`src/rtl/ace_ccu_snoop_collector.sv`:
```
// Snoop response collector: tracks dispatched snoops in order and merges per-port CRs into one response per entry.
// Latency: cr_valid_o is registered, one cycle after the last CR handshake (or after the push of an empty-mask entry).
// Backpressure: ctrl_ready_o drops when all Depth entries are used; per-port CRs are stalled unless pending at the head.
// Optional watchdog via `define ACE_CCU_SNOOP_TIMEOUT_EN.
module ace_ccu_snoop_collector #(
    parameter int unsigned NumInp        = 4,
    parameter int unsigned NumOup        = 4,
    parameter int unsigned Depth         = 4,
    parameter int unsigned TimeoutCycles = 1024,
    localparam int unsigned IdxW         = (NumInp > 1) ? $clog2(NumInp) : 1,
    localparam int unsigned AW           = $clog2(Depth)
) (
    input  logic                    clk_i,
    input  logic                    rst_ni,
    input  logic                    ctrl_valid_i,
    output logic                    ctrl_ready_o,
    input  logic [NumOup-1:0]       ctrl_sel_i,
    input  logic [IdxW-1:0]         ctrl_idx_i,
    input  logic [NumOup-1:0]       oup_cr_valids_i,
    output logic [NumOup-1:0]       oup_cr_readies_o,
    input  logic [NumOup-1:0][4:0]  oup_cr_resps_i,
    output logic                    cr_valid_o,
    input  logic                    cr_ready_i,
    output logic [4:0]              cr_resp_o,
    output logic [IdxW-1:0]         cr_idx_o,
    output logic [AW:0]             usage_o,
    output logic                    timeout_o
);

    if (Depth < 2 || (Depth & (Depth - 1)) != 0) begin : g_bad_depth
        $error("Depth must be a power of two and at least 2");
    end
    if (NumOup < 1 || NumOup > 32) begin : g_bad_oup
        $error("NumOup must be in 1..32");
    end
    if (TimeoutCycles < 1 || TimeoutCycles > 65535) begin : g_bad_timeout
        $error("TimeoutCycles must be in 1..65535");
    end

    logic [NumOup-1:0] pend_q [Depth];
    logic [4:0]        resp_q [Depth];
    logic [IdxW-1:0]   idx_q  [Depth];
    logic [AW-1:0]     wr_ptr_q, rd_ptr_q, rd_ptr_nxt;
    logic [AW:0]       usage_q, usage_nxt;

    logic              cr_valid_q;
    logic [4:0]        cr_resp_q;
    logic [IdxW-1:0]   cr_idx_q;

    logic              empty, full, push, pop, fire;
    logic [NumOup-1:0] readies, hs, head_pend_upd, nh_pend;
    logic [4:0]        merged, head_resp_upd, nh_resp;
    logic [IdxW-1:0]   nh_idx;
    logic              nh_valid, nh_done;

    assign empty = (usage_q == '0);
    assign full  = (usage_q == (AW+1)'(Depth));
    assign push  = ctrl_valid_i && !full;
    assign pop   = cr_valid_q && cr_ready_i;

    // Once the head is complete its pending mask is zero, so readies drop by themselves.
    assign readies = empty ? '0 : pend_q[rd_ptr_q];
    assign hs      = oup_cr_valids_i & readies;

    always_comb begin
        merged = '0;
        for (int j = 0; j < NumOup; j++) begin
            if (hs[j]) merged = merged | oup_cr_resps_i[j];
        end
    end

    assign head_pend_upd = pend_q[rd_ptr_q] & ~hs & {NumOup{~fire}};
    assign head_resp_upd = resp_q[rd_ptr_q] | merged | {3'b000, fire, 1'b0};

    assign rd_ptr_nxt = rd_ptr_q + AW'(pop);
    assign usage_nxt  = usage_q + (AW+1)'(push) - (AW+1)'(pop);

    // Head as it will look after this edge; completion is registered from it so
    // cr_valid_o rises in the cycle right after the finishing event.
    always_comb begin
        nh_pend = pend_q[rd_ptr_nxt];
        nh_resp = resp_q[rd_ptr_nxt];
        nh_idx  = idx_q[rd_ptr_nxt];
        if (push && rd_ptr_nxt == wr_ptr_q) begin
            nh_pend = ctrl_sel_i;
            nh_resp = '0;
            nh_idx  = ctrl_idx_i;
        end else if (!pop) begin
            nh_pend = head_pend_upd;
            nh_resp = head_resp_upd;
        end
    end

    assign nh_valid = (usage_nxt != '0);
    assign nh_done  = nh_valid && (nh_pend == '0);

    always_ff @(posedge clk_i or negedge rst_ni) begin
        if (!rst_ni) begin
            for (int i = 0; i < Depth; i++) begin
                pend_q[i] <= '0;
                resp_q[i] <= '0;
                idx_q[i]  <= '0;
            end
            wr_ptr_q   <= '0;
            rd_ptr_q   <= '0;
            usage_q    <= '0;
            cr_valid_q <= 1'b0;
            cr_resp_q  <= '0;
            cr_idx_q   <= '0;
        end else begin
            if (push) begin
                pend_q[wr_ptr_q] <= ctrl_sel_i;
                resp_q[wr_ptr_q] <= '0;
                idx_q[wr_ptr_q]  <= ctrl_idx_i;
            end
            if (!empty && !pop) begin
                pend_q[rd_ptr_q] <= head_pend_upd;
                resp_q[rd_ptr_q] <= head_resp_upd;
            end
            wr_ptr_q   <= wr_ptr_q + AW'(push);
            rd_ptr_q   <= rd_ptr_nxt;
            usage_q    <= usage_nxt;
            cr_valid_q <= nh_done;
            if (nh_done) begin
                cr_resp_q <= nh_resp;
                cr_idx_q  <= nh_idx;
            end
        end
    end

`ifdef ACE_CCU_SNOOP_TIMEOUT_EN
    logic [15:0] wd_q;
    logic        timeout_q;

    // Fires on the cycle the count would reach TimeoutCycles, so the pulse lands
    // exactly TimeoutCycles edges after the last progress.
    assign fire = !empty && !cr_valid_q && (hs == '0) && (wd_q == 16'(TimeoutCycles - 1));

    always_ff @(posedge clk_i or negedge rst_ni) begin
        if (!rst_ni) begin
            wd_q      <= '0;
            timeout_q <= 1'b0;
        end else begin
            timeout_q <= fire;
            if (empty || cr_valid_q || hs != '0 || fire) wd_q <= '0;
            else                                         wd_q <= wd_q + 16'd1;
        end
    end

    assign timeout_o = timeout_q;
`else
    assign fire      = 1'b0;
    assign timeout_o = 1'b0;
`endif

    assign ctrl_ready_o     = !full;
    assign oup_cr_readies_o = readies;
    assign cr_valid_o       = cr_valid_q;
    assign cr_resp_o        = cr_resp_q;
    assign cr_idx_o         = cr_idx_q;
    assign usage_o          = usage_q;

endmodule
```
`config.mk`:
```
export PLATFORM = sky130hd
export DESIGN_NAME = ace_ccu_snoop_collector
export DESIGN_NICKNAME = d
export VERILOG_FILES = /design/src/rtl/ace_ccu_snoop_collector.sv
export SDC_FILE = /design/constraint.sdc
export NUM_CORES = 1
export LEC_CHECK = 0
export ABC_AREA = 0
export ABC_CLOCK_PERIOD_IN_PS = 8930
export BUFFER_PORTS_ARGS = -buffer_cell sky130_fd_sc_hd__clkbuf_2
export CAP_MARGIN = 20
export CORE_MARGIN = 5
export CORE_UTILIZATION = 50
export CTS_BUF_LIST = sky130_fd_sc_hd__clkbuf_8
export CTS_CLUSTER_SIZE = 16
export DETAILED_ROUTE_END_ITERATION = 12
export PLACE_DENSITY = 0.72
export SLEW_MARGIN = 30
export SYNTH_ARGS = -nofsm -noshare
export SYNTH_HDL_FRONTEND = slang
export SYNTH_SLANG_ARGS = --single-unit
```
`constraint.sdc`:
```
create_clock -name clk_i -period 8.93 [get_ports clk_i]
set_input_delay 1.3395 -clock clk_i [delete_from_list [all_inputs] [get_ports clk_i]]
set_output_delay 1.3395 -clock clk_i [all_outputs]
set_load 0.01 [all_outputs]
```
Yosys cells after proc, flatten, opt, wreduce, memory -nomap -nowiden
Index checks and enable logic that the tools add are counted. Widths: inputs -> output; s select.

$add $sub $neg: 4. Multiply operators: 0. Div/mod/pow operators: 0. Magnitude comparators: 5. Equality and inequality tests: 2. Shifts and indexed selects: 0. Mux-type cells: 43. Bitwise logic cells: 12. Reductions and logical operators: 13.

Operators with widths (count): $mux 5 (12); $mux 20 (2); $mux 4 (9); $bwmux 16 (2); $mux 16 (2); $and 20x20->20 (1); $bmux 5 s2 (2); $bwmux 20 (1); $demux 5 s2 (2); $not 20->20 (1); $or 5x5->5 (4); $bmux 4 s2 (2); $demux 4 s2 (2); $ge 3x3->1 const B (3); $not 2->3 (3); $and 4x4->4 (2); $bwmux 8 (1); $mux 2 (4); $logic_and 1x1->1 (7); $lt 3x1->1 const B (2); $add 2x1->2 (2); $bmux 2 s2 (1); $demux 2 s2 (1); $logic_not 4->1 (1); other kinds (8) (10).

Register bits after elaboration: 59. Bits in latches: 0. RAM bits: 0. Bits in read-only memories: 0. Output and inout port bits: 17. Memories: 0.

Longest topological paths before layout
Gate-level depths: netlist of run 1.

Depth in word-level cells: 16. Gate-level depth with buffers: 14.

Worst setup path after synthesis of run 1
No wires, ideal clock.

Path type: input port to flip-flop. Start: input cr_ready_i. End: register cr_resp_q[0] (netlist: cr_resp_o[0]). Library setup time: 0.074 ns. Arrival: 3.506 ns. Data required time: 8.856 ns. Slack: 5.350 ns. Stages: 13. Cell sequence: and2_1 buf_2 ha_1 inv_1 ha_1 fa_1 xnor3_1 or3_1 nand2_1 a21o_1 buf_6 nand3_1 o21ai_2.

RTL lines: start: declaration (RTL line 23) `input logic cr_ready_i,`; $logic_and 1x1->1 (RTL line 59) `assign pop = cr_valid_q && cr_ready_i;`; $sub 3x1->3 (RTL line 76) `assign usage_nxt = usage_q + (AW+1)'(push) - (AW+1)'(pop);`; named net usage_nxt[2] (RTL line 44) `logic [AW:0] usage_q, usage_nxt;`; $reduce_bool 3->1 (RTL line 94) `assign nh_valid = (usage_nxt != '0);`; $logic_and 1x1->1 (RTL line 95) `assign nh_done = nh_valid && (nh_pend == '0);`; end signal: assignment (RTL line 125) `cr_resp_q <= nh_resp;`; end: declaration (RTL line 47) `logic [4:0] cr_resp_q;`.

The timed path passes the listed nets, and every way through them passes these cells. The select of a mux whose other input is x is not followed. A chain may end at the register's enable or synchronous reset.

Final worst setup path of run 1
Start: input cr_ready_i. End: register cr_idx_q[1] (netlist: cr_idx_o[1]).

RTL lines: $logic_and 1x1->1 (RTL line 59); $sub 3x1->3 (RTL line 76); named net usage_nxt[1] (RTL line 44); $reduce_bool 3->1 (RTL line 94); $logic_and 1x1->1 (RTL line 95); end signal: assignment (RTL line 126) `cr_idx_q <= nh_idx;`; end: declaration (RTL line 48) `logic [IdxW-1:0] cr_idx_q;`.

The timed path passes the listed nets, and every way through them passes these cells. The select of a mux whose other input is x is not followed.

==> results of run 1 <==
power by group:
| group | internal [uW] | switching [uW] | total (uW) |
|---|---|---|---|
| Sequential | 381 | 120 | 501 |
| Clock | 103 | 102 | 205 |
| Combinational | 396 | 466 | 862 |
| Total | 880 | 688 | 1570 |
worst max-delay path, stage by stage:
cell                       delay [ns]
sky130_fd_sc_hd__clkbuf_2        0.07
sky130_fd_sc_hd__and2_1          0.51
sky130_fd_sc_hd__ha_1            0.35
sky130_fd_sc_hd__inv_1           0.06
sky130_fd_sc_hd__ha_1            0.16
sky130_fd_sc_hd__fa_1            0.45
sky130_fd_sc_hd__or3_1           0.41
sky130_fd_sc_hd__nand2_1         0.08
sky130_fd_sc_hd__a21o_1          0.38
sky130_fd_sc_hd__and2_4          0.25
sky130_fd_sc_hd__o21ai_2         0.06
cell families after synthesis:
group	count (synthesis)	share of synthesized area
buf+inv	23	0.0347
xor+xnor	5	0.0238
flops	59	0.446
other cells	1	0.00113
compound gates	56	0.125
simple gates	86	0.137
fa+ha+maj	5	0.0211
mux	48	0.212
cell type report:
type,count,area [sq um],share of cell area
Clock buffer,10,138,0.0366
Clock inverter,5,22.5,0.00599
Inverter,7,26.3,0.00699
Multi-Input combinational cell,201,1730,0.461
Sequential cell,59,1480,0.393
Tap cell,77,96.3,0.0256
Timing Repair Buffer,52,268,0.0712
registers in the layout (all words and copies together) (netlist names):
| register | count |
|---|---|
| pend_q | 16 |
| resp_q | 20 |
| cr_resp_o | 5 |
| idx_q | 8 |
| cr_valid_o | 1 |
| rd_ptr_q | 2 |
| usage_o | 3 |
| cr_idx_o | 2 |
| wr_ptr_q | 2 |
synth_stat cells, types with 4 or more instances:
| library cell | count | area (sq um) |
|---|---|---|
| sky130_fd_sc_hd__and2_1 | 4 | 25.0 |
| sky130_fd_sc_hd__o21ai_0 | 17 | 85.1 |
| sky130_fd_sc_hd__mux2i_1 | 23 | 230 |
| sky130_fd_sc_hd__buf_2 | 5 | 25.0 |
| sky130_fd_sc_hd__nand3_1 | 23 | 115 |
| sky130_fd_sc_hd__ha_1 | 4 | 50.1 |
| sky130_fd_sc_hd__a22o_1 | 20 | 175 |
| sky130_fd_sc_hd__a31oi_1 | 5 | 31.3 |
| sky130_fd_sc_hd__mux2_2 | 8 | 90.1 |
| sky130_fd_sc_hd__nor2_1 | 8 | 30.0 |
| sky130_fd_sc_hd__nand2_1 | 20 | 75.1 |
| sky130_fd_sc_hd__nor4_1 | 6 | 37.5 |
| sky130_fd_sc_hd__nor2b_1 | 8 | 50.1 |
| sky130_fd_sc_hd__dfrtp_1 | 59 | 1480 |
| sky130_fd_sc_hd__clkbuf_1 | 7 | 26.3 |
| sky130_fd_sc_hd__nand4_1 | 6 | 37.5 |
| sky130_fd_sc_hd__o21ai_2 | 7 | 61.3 |
| sky130_fd_sc_hd__mux4_2 | 17 | 383 |
| sky130_fd_sc_hd__inv_1 | 7 | 26.3 |
routing by layer:
metal / up-vias / track usage / routed length [um] / part of all wire
li1: 1160 / - / - / -
met1: 1325 / 0.308 / 3640 / 0.43
met2: 110 / 0.333 / 4170 / 0.49
met3: 12 / 0.0711 / 622 / 0.073
met4: 0 / 0.0660 / 98 / 0.011
met5: - / 0 / 0 / 0
path summary, 6_finish.rpt:
check	cells past startpoint	start	slack [ns]	endpoint
max	11	cr_ready_i	5.03	cr_idx_o[1]
min	2	cr_idx_o[1]	0.51	cr_idx_o[1]
max reg2reg	12	usage_o[0]	5.34	cr_idx_o[1]
min reg2reg	2	cr_idx_o[1]	0.51	cr_idx_o[1]
max in group asynchronous	2	rst_ni	7.30	resp_q[7]
min in group asynchronous	2	rst_ni	1.15	pend_q[6]
metrics by stage:
stage | cell area (sq um) | power, uW | setup WS (ns) | hold slack [ns] | util
5_1_grt | 3760 | 1690 | 4.84 | 0.519 | 0.589
4_1_cts | 3750 | 1570 | 5.03 | 0.505 | 0.588
2_1_floorplan | 3310 | 1150 | 5.35 | 0.474 | -
3_3_place_gp | 3590 | 1330 | 4.79 | 0.483 | 0.563
6_report | 3760 | 1570 | 5.03 | 0.508 | 0.589
3_5_place_dp | 3590 | 1360 | 4.68 | 0.490 | 0.563
cells in the final DEF, fill, tap and decap left out, types with 5 or more instances in the layout:
cell type                  synthesis  routed
sky130_fd_sc_hd__dfrtp_1          59      59
sky130_fd_sc_hd__clkbuf_2          0      49
sky130_fd_sc_hd__mux2i_1          23      23
sky130_fd_sc_hd__nand3_1          23      23
sky130_fd_sc_hd__nand2_1          20      20
sky130_fd_sc_hd__a22o_1           20      20
sky130_fd_sc_hd__mux4_2           17      17
sky130_fd_sc_hd__o21ai_0          17      17
sky130_fd_sc_hd__clkbuf_8          0      10
sky130_fd_sc_hd__inv_1             7       9
sky130_fd_sc_hd__nor2b_1           8       8
sky130_fd_sc_hd__mux2_2            8       8
sky130_fd_sc_hd__o21ai_2           7       7
sky130_fd_sc_hd__nor2_1            8       6
sky130_fd_sc_hd__nand4_1           6       6
sky130_fd_sc_hd__a31oi_1           5       5
sky130_fd_sc_hd__nor4_1            6       5
==> impl_results.html, run 1 <==
<table>
<tr><th>Metric</th><th>Value</th></tr>
<tr><th colspan="2">Synthesis</th></tr>
<tr><td>Async S/R FF share, synth</td><td>1.00</td></tr>
<tr><td>Mean cell area of the mapped netlist</td><td>11.7 sq um</td></tr>
<tr><td>Yosys warning total</td><td>0</td></tr>
<tr><td>Sequential area share after synthesis</td><td>0.446</td></tr>
<tr><td>Post-Synthesis Cells</td><td>283</td></tr>
<tr><td>Post-synthesis cell area</td><td>3310 sq um</td></tr>
<tr><td>Total nets after synthesis</td><td>322</td></tr>
<tr><td>Post-synth EDFFs</td><td>0</td></tr>
<tr><td>Number of different library cells in the post-synthesis netlist</td><td>42</td></tr>
<tr><td>Most used flip-flop cell after synthesis</td><td>sky130_fd_sc_hd__dfrtp_1</td></tr>
<tr><td>Post-synthesis sequential element count</td><td>59</td></tr>
<tr><th colspan="2">Die</th></tr>
<tr><td>Initial core utilization</td><td>0.519</td></tr>
<tr><td>Number of placement rows</td><td>29</td></tr>
<tr><td>Total core area</td><td>6390 sq um</td></tr>
<tr><td>Area enclosed by the die boundary</td><td>8350 sq um</td></tr>
<tr><td>Floorplan die width</td><td>91.4 um</td></tr>
<tr><td>Number of ports placed on the die boundary</td><td>51</td></tr>
<tr><td>Die Height</td><td>91.4 um</td></tr>
<tr><th colspan="2">STA</th></tr>
<tr><td>Sum of negative setup slack</td><td>0 ns</td></tr>
<tr><td>Worst setup skew after layout</td><td>0.00877 ns</td></tr>
<tr><td>Slew Limit Fails</td><td>0</td></tr>
<tr><td>Worst relative slew slack</td><td>0.499</td></tr>
<tr><td>Worst-Margin Slew</td><td>0.751 ns</td></tr>
<tr><td>Finish-stage setup viols</td><td>0</td></tr>
<tr><td>Final count of hold timing violations</td><td>0</td></tr>
<tr><td>Fin crit period</td><td>3.90 ns</td></tr>
<tr><td>Maximum achievable frequency</td><td>256 MHz</td></tr>
<tr><td>Setup repair after global routing missed its margin</td><td>false</td></tr>
<tr><td>Part of the cycle the worst path needs</td><td>0.437</td></tr>
<tr><th colspan="2">Critical path</th></tr>
<tr><td>Type of element capturing the critical path</td><td>flip-flop</td></tr>
<tr><td>Worst Path Class, Setup</td><td>in -&gt; reg</td></tr>
<tr><td>CP arrival</td><td>4.13 ns</td></tr>
<tr><td>Kind of start point of the critical path</td><td>input pin</td></tr>
<tr><td>Worst-path fanout max</td><td>13</td></tr>
<tr><td>Req. time, crit path</td><td>9.16 ns</td></tr>
<tr><th colspan="2">Finish</th></tr>
<tr><td>Final instance count without filler cells</td><td>411</td></tr>
<tr><td>Post-synthesis to final-layout area growth</td><td>13.5%</td></tr>
<tr><td>Diode count</td><td>0</td></tr>
<tr><td>Proportion of layout cells with a drive suffix above 1</td><td>0.326</td></tr>
<tr><td>Count of fill cells added during filler insertion</td><td>534</td></tr>
<tr><td>Number of nets at the end of the flow</td><td>369</td></tr>
<tr><th colspan="2">Route</th></tr>
<tr><td>Routed length per instance</td><td>20.8 um</td></tr>
<tr><td>Number of iterations in the first detailed-routing pass</td><td>5</td></tr>
<tr><td>Number of vias per cell after detailed routing</td><td>6.34</td></tr>
<tr><td>Overall routed net length</td><td>8530 um</td></tr>
<tr><td>First-iteration detailed-routing DRC count</td><td>165</td></tr>
<tr><td>Number of design rule violations left after detail routing</td><td>0</td></tr>
<tr><td>Vias</td><td>2607</td></tr>
<tr><td>Number of nets with antenna violations after routing</td><td>0</td></tr>
<tr><th colspan="2">Clocking</th></tr>
<tr><td>CTS tree</td><td>yes</td></tr>
<tr><td>Cts repair resizes</td><td>0</td></tr>
<tr><td># hold bufs at CTS</td><td>0</td></tr>
<tr><td>Clock transition time at the flip-flop clock pins of the worst setup and hold paths</td><td>0.06 ns</td></tr>
<tr><td>Post-CTS setup repair buffer count</td><td>0</td></tr>
<tr><td>Skew-Pair Late Insertion Delay</td><td>0.34 ns</td></tr>
<tr><td>Clk sink count</td><td>59</td></tr>
<tr><td>Max Root-Sink Buffers</td><td>2</td></tr>
<tr><td>CTS Root Cell</td><td>sky130_fd_sc_hd__clkbuf_8</td></tr>
<tr><td>Number of H-tree levels</td><td>3</td></tr>
<tr><td>Inserted Clock Buffers</td><td>9</td></tr>
<tr><th colspan="2">GRT</th></tr>
<tr><td>Global Route Usage Sum</td><td>0.222</td></tr>
<tr><td>Pin count of the biggest net entering global routing</td><td>60</td></tr>
<tr><td>Vias in the first global route</td><td>2695</td></tr>
<tr><td>Number of antenna violations at the first check in global routing</td><td>0</td></tr>
<tr><td>Wire length of the first global-routing pass</td><td>14400 um</td></tr>
<tr><td>Total overflow reported by the global router</td><td>0</td></tr>
<tr><th colspan="2">Run status</th></tr>
<tr><td>Result of the run</td><td>finished, final reports clean</td></tr>
<tr><th colspan="2">Place</th></tr>
<tr><td>Estimated wirelength of the detail-placed design</td><td>6190 um</td></tr>
<tr><td>Count of placed standard cells including taps</td><td>396</td></tr>
<tr><td>Number of I/O port buffers</td><td>49</td></tr>
<tr><td>RD Place Congestion</td><td>0.909</td></tr>
<tr><th colspan="2">Power and ir drop</th></tr>
<tr><td>Leak pwr</td><td>0.00177 uW</td></tr>
<tr><td>VDD IR max</td><td>0.273 mV</td></tr>
<tr><td>Power per unit of standard cell area</td><td>417 nW/um^2</td></tr>
<tr><th colspan="2">Run</th></tr>
<tr><td>Max-cap check violation count</td><td>0</td></tr>
<tr><th colspan="2">Worst hold path</th></tr>
<tr><td>Worst min-delay path category</td><td>reg -&gt; reg</td></tr>
</table>
Note: power is estimated with default switching activity, not from simulation.
==> inputs of run 2 (changes only) <==
--- a/config.mk
+++ b/config.mk
@@ -6,7 +6,7 @@
 export NUM_CORES = 1
 export LEC_CHECK = 0
 export ABC_AREA = 0
-export ABC_CLOCK_PERIOD_IN_PS = 8930
+export ABC_CLOCK_PERIOD_IN_PS = 3300
 export BUFFER_PORTS_ARGS = -buffer_cell sky130_fd_sc_hd__clkbuf_2
 export CAP_MARGIN = 20
 export CORE_MARGIN = 5
@@ -14,7 +14,7 @@
 export CTS_BUF_LIST = sky130_fd_sc_hd__clkbuf_8
 export CTS_CLUSTER_SIZE = 16
 export DETAILED_ROUTE_END_ITERATION = 12
-export PLACE_DENSITY = 0.72
+export PLACE_DENSITY = 0.74
 export SLEW_MARGIN = 30
 export SYNTH_ARGS = -nofsm -noshare
 export SYNTH_HDL_FRONTEND = slang
==> constraint.sdc (replaced) <==
create_clock -name clk_i -period 3.3 [get_ports clk_i]
set_input_delay 0.495 -clock clk_i [delete_from_list [all_inputs] [get_ports clk_i]]
set_output_delay 0.495 -clock clk_i [all_outputs]
set_load 0.01 [all_outputs]
==> run 2 against run 1 <==
Effect of this change:
- routed wire length up 2.5%
- highest routed layer unchanged
- total power rose to 2.9 times the previous value
- clock power rose to 3.4 times the previous value
- non-clock buffer count up 14
- setup slack worse by 4.8 ns
- register-to-register slack worse by 5.1 ns
- sequential power rose to 2.6 times the previous value
- clock skew up 0.0089 ns
- clock-buffer cell count unchanged
- combinational power rose to 3.0 times the previous value
==> impl_results.html, run 2 (synthesized netlist as in run 1, its figures left out) <==
<table>
<tr><th>Metric</th><th>Value</th></tr>
<tr><th colspan="2">GRT</th></tr>
<tr><td>Vias in the first global route</td><td>2689 (-0.22%)</td></tr>
<tr><td>Number of antenna violations at the first check in global routing</td><td>0 (unchanged)</td></tr>
<tr><td>Pin count of the biggest net entering global routing</td><td>33 (-45%)</td></tr>
<tr><td>Global Route Usage Sum</td><td>0.221 (-0.000292)</td></tr>
<tr><td>Wire length of the first global-routing pass</td><td>14400 um (-0.38%)</td></tr>
<tr><td>Total overflow reported by the global router</td><td>0 (unchanged)</td></tr>
<tr><th colspan="2">Finish</th></tr>
<tr><td>Final instance count without filler cells</td><td>426 (+3.6%)</td></tr>
<tr><td>Register bank with the most flops</td><td>resp_q</td></tr>
<tr><td>Commonest non-fill, non-tap cell in the layout</td><td>sky130_fd_sc_hd__dfrtp_1</td></tr>
<tr><td>Area of combinational cells with multiple inputs</td><td>1730 sq um (-0.14%)</td></tr>
<tr><td>Largest register FFs</td><td>20 (unchanged)</td></tr>
<tr><td>Combined flip-flop and latch cell area</td><td>1480 sq um (unchanged)</td></tr>
<tr><td>Most frequent cells in the layout</td><td>59 x sky130_fd_sc_hd__dfrtp_1, 49 x sky130_fd_sc_hd__clkbuf_2, 23 x sky130_fd_sc_hd__mux2i_1, 23 x sky130_fd_sc_hd__nand3_1</td></tr>
<tr><td>Diode count</td><td>0 (unchanged)</td></tr>
<tr><td>Proportion of layout cells with a drive suffix above 1</td><td>0.361 (+0.0347)</td></tr>
<tr><td>Post-synthesis to final-layout area growth</td><td>18.2%</td></tr>
<tr><td>Count of fill cells added during filler insertion</td><td>502 (-6.0%)</td></tr>
<tr><td>Number of nets at the end of the flow</td><td>383 (+3.8%)</td></tr>
<tr><td>Final design area excluding fillers</td><td>3920 sq um (+4.1%)</td></tr>
<tr><td>Biggest registers after layout</td><td>resp_q x20, pend_q x16, idx_q x8</td></tr>
<tr><th colspan="2">Run status</th></tr>
<tr><td>Result of the run</td><td>finished, final reports clean</td></tr>
<tr><th colspan="2">Place</th></tr>
<tr><td>Worst slack, placed</td><td>0.0924 ns (-4.58 ns)</td></tr>
<tr><td>Dpl cell area</td><td>3680 sq um (+2.5%)</td></tr>
<tr><td>RD Place Congestion</td><td>0.858 (-5.7%)</td></tr>
<tr><td>Estimated wirelength of the detail-placed design</td><td>6470 um (+4.5%)</td></tr>
<tr><td>Count of placed standard cells including taps</td><td>408 (+3.0%)</td></tr>
<tr><td>Number of I/O port buffers</td><td>49 (unchanged)</td></tr>
<tr><th colspan="2">Critical path</th></tr>
<tr><td>CP arrival</td><td>3.39 ns (-0.74 ns)</td></tr>
<tr><td>Type of element capturing the critical path</td><td>flip-flop</td></tr>
<tr><td>Slack of the worst reg-to-reg path</td><td>0.19 ns (-5.15 ns)</td></tr>
<tr><td>Worst-path fanout max</td><td>12 (-1)</td></tr>
<tr><td>Worst Path Class, Setup</td><td>reg -&gt; reg</td></tr>
<tr><td>Req. time, crit path</td><td>3.58 ns (-5.58 ns)</td></tr>
<tr><td>Kind of start point of the critical path</td><td>flip-flop</td></tr>
<tr><th colspan="2">Route</th></tr>
<tr><td>Number of design rule violations left after detail routing</td><td>0 (unchanged)</td></tr>
<tr><td>First-iteration detailed-routing DRC count</td><td>187 (+13%)</td></tr>
<tr><td>Vias</td><td>2664 (+2.2%)</td></tr>
<tr><td>Overall routed net length</td><td>8740 um (+2.5%)</td></tr>
<tr><td>Number of vias per cell after detailed routing</td><td>6.25 (-1.4%)</td></tr>
<tr><td>Routed wl met2</td><td>4210 um (+0.89%)</td></tr>
<tr><td>Highest metal layer used by the detailed router</td><td>met4</td></tr>
<tr><td>Number of iterations in the first detailed-routing pass</td><td>6 (+1)</td></tr>
<tr><td>M1 wire length</td><td>3350 um (-8.1%)</td></tr>
<tr><td>Routed length on met3</td><td>975 um (+57%)</td></tr>
<tr><td>Number of nets with antenna violations after routing</td><td>0 (unchanged)</td></tr>
<tr><td>Routed length per instance</td><td>20.5 um (-1.1%)</td></tr>
<tr><th colspan="2">Die</th></tr>
<tr><td>Floorplan die width</td><td>91.4 um (unchanged)</td></tr>
<tr><td>Initial core utilization</td><td>0.519 (unchanged)</td></tr>
<tr><td>Area enclosed by the die boundary</td><td>8350 sq um (unchanged)</td></tr>
<tr><td>Number of placement rows</td><td>29 (unchanged)</td></tr>
<tr><td>Total core area</td><td>6390 sq um (unchanged)</td></tr>
<tr><td>Die Height</td><td>91.4 um (unchanged)</td></tr>
<tr><td>Number of ports placed on the die boundary</td><td>51 (unchanged)</td></tr>
<tr><th colspan="2">Power and ir drop</th></tr>
<tr><td>VDD IR max</td><td>0.810 mV (+200%)</td></tr>
<tr><td>Post-route total power</td><td>4570 uW (+190%)</td></tr>
<tr><td>Leak pwr</td><td>0.00185 uW (+4.3%)</td></tr>
<tr><td>Power per unit of standard cell area</td><td>1170 nW/um^2 (+180%)</td></tr>
<tr><th colspan="2">STA</th></tr>
<tr><td>Worst-case setup margin in the final layout</td><td>0.190 ns (-4.84 ns)</td></tr>
<tr><td>Worst relative slew slack</td><td>0.463 (-0.0369)</td></tr>
<tr><td>Final count of hold timing violations</td><td>0 (unchanged)</td></tr>
<tr><td>Setup repair after global routing missed its margin</td><td>false</td></tr>
<tr><td>Sum of negative setup slack</td><td>0 ns (unchanged)</td></tr>
<tr><td>Worst-Margin Slew</td><td>0.806 ns (+0.0554 ns)</td></tr>
<tr><td>Fin crit period</td><td>3.11 ns</td></tr>
<tr><td>Slew Limit Fails</td><td>0 (unchanged)</td></tr>
<tr><td>Finish-stage setup viols</td><td>0 (unchanged)</td></tr>
<tr><td>Part of the cycle the worst path needs</td><td>0.942</td></tr>
<tr><td>Maximum achievable frequency</td><td>322 MHz</td></tr>
<tr><td>Worst setup skew after layout</td><td>0.0177 ns (+0.00893 ns)</td></tr>
<tr><th colspan="2">Clocking</th></tr>
<tr><td>Clk sink count</td><td>59 (unchanged)</td></tr>
<tr><td>Inserted Clock Buffers</td><td>9 (unchanged)</td></tr>
<tr><td>Number of H-tree levels</td><td>3 (unchanged)</td></tr>
<tr><td># hold bufs at CTS</td><td>0 (unchanged)</td></tr>
<tr><td>Clock transition time at the flip-flop clock pins of the worst setup and hold paths</td><td>0.08 ns (+0.02 ns)</td></tr>
<tr><td>CTS Root Cell</td><td>sky130_fd_sc_hd__clkbuf_8</td></tr>
<tr><td>CTS tree</td><td>yes</td></tr>
<tr><td>Skew-Pair Late Insertion Delay</td><td>0.36 ns (+0.02 ns)</td></tr>
<tr><td>Max Root-Sink Buffers</td><td>2 (unchanged)</td></tr>
<tr><th colspan="2">Run</th></tr>
<tr><td>Max-cap check violation count</td><td>0 (unchanged)</td></tr>
<tr><th colspan="2">Worst hold path</th></tr>
<tr><td>Worst min-delay path category</td><td>in -&gt; async</td></tr>
</table>
[run 2: final cells by class]
cell class | instances | area share
Clock inverter | 6 | 0.0182
Inverter | 7 | 0.00671
Multi-Input combinational cell | 201 | 0.442
Clock buffer | 10 | 0.0352
Tap cell | 77 | 0.0246
Sequential cell | 59 | 0.377
Timing Repair Buffer | 66 | 0.0962
[run 2: per-stage QoR]
stage          utilization  hold WS (ns)
6_report             0.613         0.220
2_1_floorplan            -         0.199
3_5_place_dp         0.577         0.496
4_1_cts              0.610         0.250
3_3_place_gp         0.577         0.486
5_1_grt              0.613         0.288
[run 2: metal layers]
| layer | global-route usage | vias up |
|---|---|---|
| li1 | - | 1185 |
| met1 | 0.282 | 1320 |
| met2 | 0.342 | 138 |
| met3 | 0.0884 | 21 |
| met4 | 0.0795 | 0 |
| met5 | 0 | - |
[run 2: critical path, stage by stage, from the launching register on]
cell and delay [ns]:
sky130_fd_sc_hd__dfrtp_1 0.38, sky130_fd_sc_hd__or3b_2 0.51, sky130_fd_sc_hd__and2_4 0.20, sky130_fd_sc_hd__inv_2 0.08, sky130_fd_sc_hd__ha_1 0.14, sky130_fd_sc_hd__inv_1 0.04, sky130_fd_sc_hd__ha_1 0.18, sky130_fd_sc_hd__fa_1 0.38
sky130_fd_sc_hd__xnor3_1 0.21, sky130_fd_sc_hd__or3_1 0.35, sky130_fd_sc_hd__nand2_1 0.09, sky130_fd_sc_hd__a21o_1 0.14, sky130_fd_sc_hd__buf_6 0.17, sky130_fd_sc_hd__nand3_1 0.11, sky130_fd_sc_hd__o21ai_2 0.06
[run 2: what timing repair did]
item / 4_1_cts / 5_1_grt
setup buffers: 0 / 2
endpoints found under the setup margin: 0 / 8
gates resized for setup: 0 / 3
[run 2: path summary, 6_finish.rpt]
path | from | end | depth (start not counted)
min | rst_ni | cr_resp_o[4] | 1
min in group clk_i | ctrl_idx_i[0] | idx_q[6] | 2
max | usage_o[0] | cr_idx_o[1] | 14
max in group asynchronous | rst_ni | pend_q[8] | 2
max reg2reg | usage_o[0] | cr_idx_o[1] | 14
min reg2reg | idx_q[6] | idx_q[6] | 1
[run 2: report_power, final]
part | internal [uW] | total (uW) | switching (uW)
logic | 1200 | 2570 | 1370
registers | 1030 | 1300 | 269
clock network | 375 | 701 | 326
total | 2600 | 4570 | 1970
==> inputs of run 3 (changes only) <==
--- a/config.mk
+++ b/config.mk
@@ -15,6 +15,7 @@
 export CTS_CLUSTER_SIZE = 16
 export DETAILED_ROUTE_END_ITERATION = 12
 export PLACE_DENSITY = 0.74
+export REMOVE_ABC_BUFFERS = 1
 export SLEW_MARGIN = 30
 export SYNTH_ARGS = -nofsm -noshare
 export SYNTH_HDL_FRONTEND = slang
==> run 3 against run 2 <==
Effect of this change:
- setup slack gained 0.024 ns
- fmax rose by 0.79%
- die area unchanged
- largest cell class unchanged
- highest routed layer unchanged
==> impl_results.html, run 3 (synthesized netlist as in run 1, its figures left out) <==
<table>
<tr><th>Metric</th><th>Value</th></tr>
<tr><th colspan="2">Critical path</th></tr>
<tr><td>Critical path, cell by cell</td><td>or3b_2 &gt; and2_1 &gt; inv_2 &gt; ha_1 &gt; inv_1 &gt; ha_1 &gt; fa_1 &gt; xnor3_1 &gt; or3_1 &gt; nand2_1 &gt; a21o_1 &gt; buf_6 &gt; nand3_1 &gt; o21ai_2</td></tr>
<tr><td>Type of element capturing the critical path</td><td>flip-flop</td></tr>
<tr><td>Critical Path Max Stage Delay</td><td>0.50 ns (about the same)</td></tr>
<tr><td>CP arrival</td><td>3.36 ns (-0.03 ns)</td></tr>
<tr><td>Worst Path Class, Setup</td><td>reg -&gt; reg</td></tr>
<tr><td>Count of buffering cells on the critical path with inverters included</td><td>3 (unchanged)</td></tr>
<tr><td>Startpoint of the lowest-slack register-to-register path</td><td>usage_o[0]</td></tr>
<tr><td>Critical path capture point</td><td>cr_resp_o[3]</td></tr>
<tr><td>Slack of the worst reg-to-reg path</td><td>0.21 ns (+0.02 ns)</td></tr>
<tr><td>Crit path max-delay family</td><td>simple AND/OR/NAND/NOR gates</td></tr>
<tr><td>Kind of start point of the critical path</td><td>flip-flop</td></tr>
<tr><td>Worst-path fanout max</td><td>12 (unchanged)</td></tr>
<tr><td>Endpoint of the most critical register-to-register path</td><td>cr_resp_o[3]</td></tr>
<tr><td>Total stage count of the critical path</td><td>14 (unchanged)</td></tr>
<tr><td>Cell occurring most often along the worst timing path</td><td>sky130_fd_sc_hd__ha_1</td></tr>
<tr><td>Cell with the largest stage delay on the worst path</td><td>sky130_fd_sc_hd__or3b_2</td></tr>
<tr><td>Worst reg-to-reg path cell count</td><td>14 (unchanged)</td></tr>
<tr><td>Critical path origin</td><td>usage_o[0]</td></tr>
<tr><td>Req. time, crit path</td><td>3.57 ns (about the same)</td></tr>
<tr><th colspan="2">STA</th></tr>
<tr><td>Worst setup skew after layout</td><td>0.0132 ns (-0.00453 ns)</td></tr>
<tr><td>Setup repair after global routing missed its margin</td><td>false</td></tr>
<tr><td>Worst-Margin Slew</td><td>0.725 ns (-0.0815 ns)</td></tr>
<tr><td>Worst-case setup margin in the final layout</td><td>0.215 ns (+0.0244 ns)</td></tr>
<tr><td>Part of the cycle the worst path needs</td><td>0.935 (-0.00739)</td></tr>
<tr><td>Fin crit period</td><td>3.09 ns (-0.0244 ns)</td></tr>
<tr><td>Final count of hold timing violations</td><td>0 (unchanged)</td></tr>
<tr><td>Worst relative slew slack</td><td>0.517 (+0.0543)</td></tr>
<tr><td>Slew Limit Fails</td><td>0 (unchanged)</td></tr>
<tr><td>Maximum achievable frequency</td><td>324 MHz (+0.79%)</td></tr>
<tr><td>Finish-stage setup viols</td><td>0 (unchanged)</td></tr>
<tr><th colspan="2">Power and ir drop</th></tr>
<tr><td>Leak pwr</td><td>0.00183 uW (-0.85%)</td></tr>
<tr><td>Combinational Power Share</td><td>0.560 (-0.002)</td></tr>
<tr><td>Switching power of the nets</td><td>1920 uW (-2.2%)</td></tr>
<tr><td>Cell-internal power</td><td>2560 uW (-1.6%)</td></tr>
<tr><td>Clock power share</td><td>0.146 (-0.008)</td></tr>
<tr><td>Switching portion of total power</td><td>0.429 (-0.00158)</td></tr>
<tr><td>Power per unit of standard cell area</td><td>1150 nW/um^2 (-1.0%)</td></tr>
<tr><td>Share of power burned in registers</td><td>0.295 (+0.011)</td></tr>
<tr><td>VDD IR max</td><td>0.789 mV (-2.6%)</td></tr>
<tr><th colspan="2">GRT</th></tr>
<tr><td>Global Route Usage Sum</td><td>0.223 (+0.00177)</td></tr>
<tr><td>Total overflow reported by the global router</td><td>0 (unchanged)</td></tr>
<tr><td>GR Util met3</td><td>0.0529 (-0.0355)</td></tr>
<tr><td>GRT met2 Usage</td><td>0.346 (+0.00418)</td></tr>
<tr><td>Vias in the first global route</td><td>2624 (-2.4%)</td></tr>
<tr><td>Wire length of the first global-routing pass</td><td>14400 um (+0.38%)</td></tr>
<tr><td>Number of antenna violations at the first check in global routing</td><td>0 (unchanged)</td></tr>
<tr><td>Pin count of the biggest net entering global routing</td><td>32 (-3.0%)</td></tr>
<tr><td>Global-route met1 utilization</td><td>0.299 (+0.0172)</td></tr>
<tr><td>GRT Max-Usage Layer</td><td>met2</td></tr>
<tr><th colspan="2">Place</th></tr>
<tr><td>Dpl cell area</td><td>3680 sq um (-0.20%)</td></tr>
<tr><td>Worst slack, placed</td><td>0.106 ns (+0.0135 ns)</td></tr>
<tr><td>Number of I/O port buffers</td><td>49 (unchanged)</td></tr>
<tr><td>RD Place Congestion</td><td>0.876 (+2.2%)</td></tr>
<tr><td>Estimated wirelength of the detail-placed design</td><td>6240 um (-3.5%)</td></tr>
<tr><th colspan="2">Route</th></tr>
<tr><td>Number of design rule violations left after detail routing</td><td>0 (unchanged)</td></tr>
<tr><td>Number of nets with antenna violations after routing</td><td>0 (unchanged)</td></tr>
<tr><td>Routed length per instance</td><td>20.5 um (-0.23%)</td></tr>
<tr><td>Vias</td><td>2652 (-0.45%)</td></tr>
<tr><td>First-iteration detailed-routing DRC count</td><td>215 (+15%)</td></tr>
<tr><td>Overall routed net length</td><td>8680 um (-0.70%)</td></tr>
<tr><td>Number of iterations in the first detailed-routing pass</td><td>4 (-2)</td></tr>
<tr><td>Number of vias per cell after detailed routing</td><td>6.25 (about the same)</td></tr>
<tr><th colspan="2">Die</th></tr>
<tr><td>Number of placement rows</td><td>29 (unchanged)</td></tr>
<tr><td>Floorplan die width</td><td>91.4 um (unchanged)</td></tr>
<tr><td>Area enclosed by the die boundary</td><td>8350 sq um (unchanged)</td></tr>
<tr><td>Die Height</td><td>91.4 um (unchanged)</td></tr>
<tr><td>Total core area</td><td>6390 sq um (unchanged)</td></tr>
<tr><td>Number of ports placed on the die boundary</td><td>51 (unchanged)</td></tr>
<tr><td>Initial core utilization</td><td>0.519 (unchanged)</td></tr>
<tr><th colspan="2">Run</th></tr>
<tr><td>Max-cap check violation count</td><td>0 (unchanged)</td></tr>
<tr><th colspan="2">Clocking</th></tr>
<tr><td>CTS Root Cell</td><td>sky130_fd_sc_hd__clkbuf_8</td></tr>
<tr><td>Number of H-tree levels</td><td>3 (unchanged)</td></tr>
<tr><td>Clock transition time at the flip-flop clock pins of the worst setup and hold paths</td><td>0.07 ns (about the same)</td></tr>
<tr><td>CTS tree</td><td>yes</td></tr>
<tr><td>Clk sink count</td><td>59 (unchanged)</td></tr>
<tr><td>Skew-Pair Late Insertion Delay</td><td>0.35 ns (about the same)</td></tr>
<tr><td>Max Root-Sink Buffers</td><td>2 (unchanged)</td></tr>
<tr><td>Inserted Clock Buffers</td><td>9 (unchanged)</td></tr>
<tr><th colspan="2">Finish</th></tr>
<tr><td>Diode count</td><td>0 (unchanged)</td></tr>
<tr><td>Utilization after layout</td><td>0.608 (-0.00529)</td></tr>
<tr><td>Count of fill cells added during filler insertion</td><td>532 (+6.0%)</td></tr>
<tr><td>Largest register FFs</td><td>20 (unchanged)</td></tr>
<tr><td>Register bank with the most flops</td><td>resp_q</td></tr>
<tr><td>Number of nets at the end of the flow</td><td>381 (-0.52%)</td></tr>
<tr><td>Most frequent cells in the layout</td><td>59 x sky130_fd_sc_hd__dfrtp_1, 49 x sky130_fd_sc_hd__clkbuf_2, 23 x sky130_fd_sc_hd__mux2i_1, 23 x sky130_fd_sc_hd__nand3_1</td></tr>
<tr><td>Proportion of layout cells with a drive suffix above 1</td><td>0.354 (-0.00656)</td></tr>
<tr><td>Biggest registers after layout</td><td>resp_q x20, pend_q x16, idx_q x8</td></tr>
<tr><td>Post-synthesis to final-layout area growth</td><td>17.1%</td></tr>
<tr><td>Final design area excluding fillers</td><td>3880 sq um (-0.86%)</td></tr>
<tr><td>Commonest non-fill, non-tap cell in the layout</td><td>sky130_fd_sc_hd__dfrtp_1</td></tr>
<tr><th colspan="2">Worst hold path</th></tr>
<tr><td>Worst min-delay path category</td><td>in -&gt; async</td></tr>
<tr><th colspan="2">Run status</th></tr>
<tr><td>Result of the run</td><td>finished, final reports clean</td></tr>
</table>
[run 3: power by group through the flow]
stage	registers, uW	logic (uW)	clock network, uW
after global placement	1310	2410	0
after detailed placement	1320	2470	0
final	1320	2510	654
after global routing	1360	2740	703
after CTS	1320	2490	662
after floorplan	1290	1700	0
[run 3: layer usage]
| metal | vias to the layer above | wire (um) |
|---|---|---|
| met5 | - | 0 |
| met4 | 0 | 176 |
| met3 | 17 | 798 |
| met2 | 121 | 4240 |
| met1 | 1332 | 3470 |
| li1 | 1182 | - |
[run 3: cell type report]
type | count | area, sq um | share of cell area
clock buffers | 9 | 124 | 0.0319
clock inverters | 7 | 68.8 | 0.0177
inverters | 7 | 26.3 | 0.00677
multi-input cells | 201 | 1730 | 0.445
flip-flops and latches | 59 | 1480 | 0.380
well taps | 77 | 96.3 | 0.0248
repair buffers | 64 | 362 | 0.0932
[run 3: worst min-delay path by stage]
| stage | startpoint | to | cells past startpoint | slack [ns] |
|---|---|---|---|---|
| 5_1_grt | rst_ni | pend_q[11] | 1 | 0.27 |
| 4_1_cts | rst_ni | idx_q[7] | 1 | 0.21 |
| 2_1_floorplan | rst_ni | cr_idx_o[0] | 0 | 0.20 |
| 3_3_place_gp | idx_q[1] | idx_q[1] | 1 | 0.49 |
| 6_report | rst_ni | pend_q[11] | 1 | 0.20 |
| 3_5_place_dp | idx_q[4] | idx_q[4] | 1 | 0.49 |
[run 3: worst reg2reg max path: cells and delay by family (launching register included)]
family          cells  cell delay, ns
xor+xnor            1            0.21
buf+inv             3            0.30
compound gates      2            0.18
fa+ha+maj           3            0.68
simple gates        5            1.25
flops               1            0.38
[run 3: per-stage QoR]
stage	hold slack, ns	power [uW]	cells	TNS, ns
3_5_place_dp	0.493	3790	407	0
3_3_place_gp	0.486	3720	407	0
4_1_cts	0.212	4460	423	0
2_1_floorplan	0.199	2990	267	-0.0390
5_1_grt	0.269	4810	424	0
6_report	0.200	4480	424	0
[run 3: repair_timing]
item / 4_1_cts / 5_1_grt
setup endpoints to repair: 0 / 8
gates resized for setup: 0 / 2
endpoints found under the hold margin: 0 / 0
buffers inserted: 0 / 1
hold buffers: 0 / 0
